==> src/rtl/pipe_hazard_ctrl.sv <==
// Stall/flush sequencer for the 5-stage pipeline, with a stale-fetch discard FSM.
// Optional stall watchdog is compiled in when STALL_WDT_EN is defined.
`ifndef STAGE_NUM
`define STAGE_NUM 5
`endif
`ifndef IF_STAGE
`define IF_STAGE 0
`endif
`ifndef ID_STAGE
`define ID_STAGE 1
`endif
`ifndef EX_STAGE
`define EX_STAGE 2
`endif
`ifndef ME_STAGE
`define ME_STAGE 3
`endif
`ifndef WB_STAGE
`define WB_STAGE 4
`endif

module pipe_hazard_ctrl #(
    parameter int WDT_LIMIT = 1024
) (
    input  logic                  clk,
    input  logic                  rst,
    input  logic                  im_busy,
    input  logic                  dm_busy,
    input  logic                  load_use,
    input  logic                  ex_branch_taken,
    output logic [`STAGE_NUM-1:0] stall,
    output logic [`STAGE_NUM-1:0] flush,
    output logic                  pc_redirect,
    output logic                  discard_busy,
    output logic                  wdt_timeout
);

    typedef enum logic [0:0] {
        IDLE    = 1'b0,
        DISCARD = 1'b1
    } state_t;

    localparam logic [`STAGE_NUM-1:0] HOLD_NONE = 5'b00000;
    localparam logic [`STAGE_NUM-1:0] HOLD_IF   = 5'b00001;
    localparam logic [`STAGE_NUM-1:0] HOLD_ID   = 5'b00011;
    localparam logic [`STAGE_NUM-1:0] HOLD_ME   = 5'b01111;

    state_t                  state_r;
    logic                    discard_busy_r;
    logic [`STAGE_NUM-1:0]   stall_s;
    logic [`STAGE_NUM-1:0]   flush_s;
    logic                    redirect_s;
    logic                    enter_discard_s;

    // Hazard priority decode; outputs are forced quiet while reset is held
    always_comb begin
        stall_s         = HOLD_NONE;
        flush_s         = HOLD_NONE;
        redirect_s      = 1'b0;
        enter_discard_s = 1'b0;
        if (rst) begin
            stall_s = HOLD_NONE;
        end else begin
            case (state_r)
                IDLE: begin
                    if (dm_busy) begin
                        stall_s = HOLD_ME;
                    end else if (ex_branch_taken) begin
                        redirect_s               = 1'b1;
                        flush_s[`ID_STAGE]       = 1'b1;
                        flush_s[`EX_STAGE]       = 1'b1;
                        enter_discard_s          = im_busy;
                    end else if (load_use) begin
                        stall_s = HOLD_ID;
                    end else if (im_busy) begin
                        stall_s = HOLD_IF;
                    end else begin
                        stall_s = HOLD_NONE;
                    end
                end
                DISCARD: begin
                    // The stale fetch is killed in ID; a late branch request is ignored
                    stall_s            = dm_busy ? HOLD_ME : HOLD_IF;
                    flush_s[`ID_STAGE] = 1'b1;
                end
                default: begin
                    stall_s = HOLD_NONE;
                end
            endcase
        end
    end

    // Discard FSM with registered busy flag
    always_ff @(posedge clk or posedge rst) begin
        if (rst) begin
            state_r        <= IDLE;
            discard_busy_r <= 1'b0;
        end else begin
            case (state_r)
                IDLE: begin
                    if (enter_discard_s) begin
                        state_r        <= DISCARD;
                        discard_busy_r <= 1'b1;
                    end else begin
                        state_r        <= IDLE;
                        discard_busy_r <= 1'b0;
                    end
                end
                DISCARD: begin
                    if (!im_busy) begin
                        state_r        <= IDLE;
                        discard_busy_r <= 1'b0;
                    end else begin
                        state_r        <= DISCARD;
                        discard_busy_r <= 1'b1;
                    end
                end
                default: begin
                    state_r        <= IDLE;
                    discard_busy_r <= 1'b0;
                end
            endcase
        end
    end

    assign stall        = stall_s;
    assign flush        = flush_s;
    assign pc_redirect  = redirect_s;
    assign discard_busy = discard_busy_r;

`ifdef STALL_WDT_EN
    localparam int CW = $clog2(WDT_LIMIT + 1);

    logic [CW-1:0] wdt_cnt_r;
    logic [CW-1:0] wdt_cnt_nxt_s;
    logic          wdt_timeout_r;

    // Saturating run-length of consecutive fetch stalls
    always_comb begin
        wdt_cnt_nxt_s = wdt_cnt_r;
        if (!stall_s[`IF_STAGE]) begin
            wdt_cnt_nxt_s = {CW{1'b0}};
        end else if (wdt_cnt_r == CW'(WDT_LIMIT)) begin
            wdt_cnt_nxt_s = wdt_cnt_r;
        end else begin
            wdt_cnt_nxt_s = wdt_cnt_r + CW'(1);
        end
    end

    // Counter register and sticky timeout flag
    always_ff @(posedge clk or posedge rst) begin
        if (rst) begin
            wdt_cnt_r     <= {CW{1'b0}};
            wdt_timeout_r <= 1'b0;
        end else begin
            wdt_cnt_r <= wdt_cnt_nxt_s;
            if (wdt_cnt_nxt_s == CW'(WDT_LIMIT)) begin
                wdt_timeout_r <= 1'b1;
            end else begin
                wdt_timeout_r <= wdt_timeout_r;
            end
        end
    end

    assign wdt_timeout = wdt_timeout_r;
`else
    localparam int wdt_limit_unused = WDT_LIMIT;
    assign wdt_timeout = 1'b0;
`endif

endmodule
==> config.mk <==
export PLATFORM = sky130hd
export DESIGN_NAME = pipe_hazard_ctrl
export DESIGN_NICKNAME = d
export VERILOG_FILES = /design/src/rtl/pipe_hazard_ctrl.sv
export SDC_FILE = /design/constraint.sdc
export NUM_CORES = 1
export LEC_CHECK = 0
export ABC_AREA = 1
export CAP_MARGIN = 10
export CORE_AREA = 2 2 39 41
export DETAILED_ROUTE_END_ITERATION = 10
export DIE_AREA = 0 0 41 43
export PLACE_DENSITY_LB_ADDON = 0.1
export SLEW_MARGIN = 20
export SYNTH_ARGS = -nofsm -noshare
export SYNTH_HDL_FRONTEND = slang
export SYNTH_SLANG_ARGS = --single-unit
==> constraint.sdc <==
create_clock -name clk -period 0.8 [get_ports clk]
set_input_delay 0.2 -clock clk [delete_from_list [all_inputs] [get_ports clk]]
set_output_delay 0.2 -clock clk [all_outputs]
set_load 0.03 [all_outputs]
==> flow_metrics.py <==
metrics = {
    "run_status": {
        "status": "finished with violations",
        "violations": "setup timing",
    },
    "die": {
        "coreArea_um2": 1380,
        "num_io_pins": 19,
        "die_area_um2": 1760,
        "rows": 14,
        "start_util_pct": 11.1,
        "dieWidth_um": 41,
        "die_y_um": 43,
    },
    "global_route": {
        "grt_max_degree": 5,
        "antenna_found_initial": 0,
        "overflow": 0,
        "grtUsageTotal_pct": 5.01,
        "grt_pass1_vias": 177,
        "grt_pass1_wl_um": 669,
    },
    "worst_setup_path": {
        "crit_path_start_kind": "flop",
        "timing.rr.start": "discard_busy",
        "rrSetupSlack_ps": 20,
        "cp-end-kind": "primary output",
        "critical_path_required_ps": 600,
        "reg2reg_depth": 3,
        "critPathArrivalTime_ps": 780,
        "worstPathMaxFanout": 3,
        "reg2reg_to": "discard_busy",
        "critPathKind": "flop to primary output",
    },
    "sta": {
        "setup_slack_ps": -182,
        "finalHoldViolCount": 0,
        "fin_crit_ps": 982,
        "setup_viol": 8,
        "fmax_mhz": 1020,
        "rsz0062_at_grt": "yes",
        "finalClockSkew_ps": 0,
        "timing.final.crit_share_pct": 123,
        "hold_slack_ps": 249,
        "finalMaxSlewViolations": 0,
    },
    "layout": {
        "antennaDiodeCount": 0,
        "post-route-util_pct": 29.7,
        "drive_above_1_share_pct": 73.8,
        "final_nets": 50,
        "syn_to_final_growth_pct": 167,
        "final_common_cell": "buf_6",
        "num-fill-cells": 166,
        "largest_register_ffs": 1,
        "final_cell_mix": "buf_6, conb_1, buf_4",
        "finalNonFillerCells": 58,
    },
    "power_and_ir_drop": {
        "ir_drop_v": 0.000168,
        "p_leak_nw": 0.196,
        "p_per_area_nw_per_um2": 774,
    },
    "detailed_routing": {
        "drcViolationCount": 0,
        "ant_nets": 0,
        "drt_iter0_drc": 0,
        "firstDrtPassIters": 1,
        "viasPerCell": 3.33,
        "wirelength_um": 446,
        "post_drt_wl_per_cell_um": 7.69,
        "vias": 193,
    },
    "yosys": {
        "yosysWarnings": 0,
        "syn-cell-area_um2": 154,
        "synth_cell_types": 11,
        "yosysSeqAreaShare_pct": 16.3,
        "ys_seq_elements": 1,
        "syn_avg_cell_area_um2": 6.16,
        "syn_inst": 25,
    },
    "clock_network": {
        "hold_buffers": 0,
        "path_clk_slew_ps": 0,
        "insertion_delay_ps": 0,
    },
    "placed_design": {
        "dp.cells": 56,
        "gp_congestion": 0.611,
        "dp_hpwl_um": 407,
        "portBuffers": 13,
    },
    "hold_path": {
        "hp-class": "primary input to async pin",
    },
    "run": {
        "drv_cap": 0,
    },
}
-- stage by stage --
stage	total power, mW	setup TNS (ps)	area [um2]	setup slack, ps
floorplan	0.209	-1050	216	-276
global placement	0.271	-4750	324	-645
detailed placement	0.271	-4840	324	-658
CTS	0.313	-1190	399	-204
global route	0.332	-1290	410	-202
finish	0.318	-1100	410	-182
-- report_power, final --
part	internal (mW)	switching (mW)	total (mW)
Clock	0	0	0
Sequential	0.0546	0.00388	0.0585
Combinational	0.111	0.148	0.259
Total	0.166	0.152	0.318
-- area by class of cell --
type / count / area (um2) / area share [%]
repair buffers: 20 / 201 / 49.1
multi-input cells: 16 / 131 / 32.0
inverters: 5 / 31.3 / 7.62
flip-flops and latches: 1 / 26.3 / 6.40
well taps: 16 / 20.0 / 4.88
-- repair_timing --
action | in CTS | in global routing
gates resized for setup | 41 | 1
pin swaps | 5 | 2
endpoints found under the setup margin | 9 | 8
setup buffers | 1 | 1
-- how the worst max path moves through the flow --
| stage | startpoint | endpoint | slack (ps) | cells past startpoint |
|---|---|---|---|---|
| after global routing | discard_busy | stall[0] | -200 | 3 |
| after CTS | discard_busy | pc_redirect | -200 | 3 |
| after detailed placement | rst | flush[1] | -660 | 5 |
| final | discard_busy | stall[0] | -180 | 3 |
| after floorplan | discard_busy | flush[2] | -280 | 2 |
| after global placement | rst | flush[1] | -640 | 5 |
-- critical path, stage by stage, from the launching register on --
cell and delay (ps):
dfrtp_2 410, o21ai_1 160, nand2_2 70, buf_6 130
-- synth_stat cells --
library cell / instances / area share, %
dfrtp_1: 1 / 16
buf_4: 7 / 34
a21oi_1: 2 / 6.5
o21ai_0: 2 / 6.5
nand3_1: 1 / 3.2
nand2_1: 3 / 7.3
inv_2: 1 / 2.4
nand3_2: 1 / 6.5
conb_1: 1 / 2.4
inv_1: 4 / 9.8
nor2_1: 2 / 4.9
-- logic make-up after synthesis --
family | after synthesis | synth area share [%]
compound gates | 4 | 13.0
buf+inv | 12 | 46.3
flops | 1 | 16.3
other cells | 1 | 2.44
simple gates | 7 | 21.9
-- per-layer routing --
metal  global-route usage [%]  up-vias  wire length [um]
li1                         -       99                 -
met1                     4.78       89               111
met2                     10.9        5               305
met3                        0        0                29
met4                        0        0                 0
met5                        0        -                 0
(Power assumes the default switching activity.)
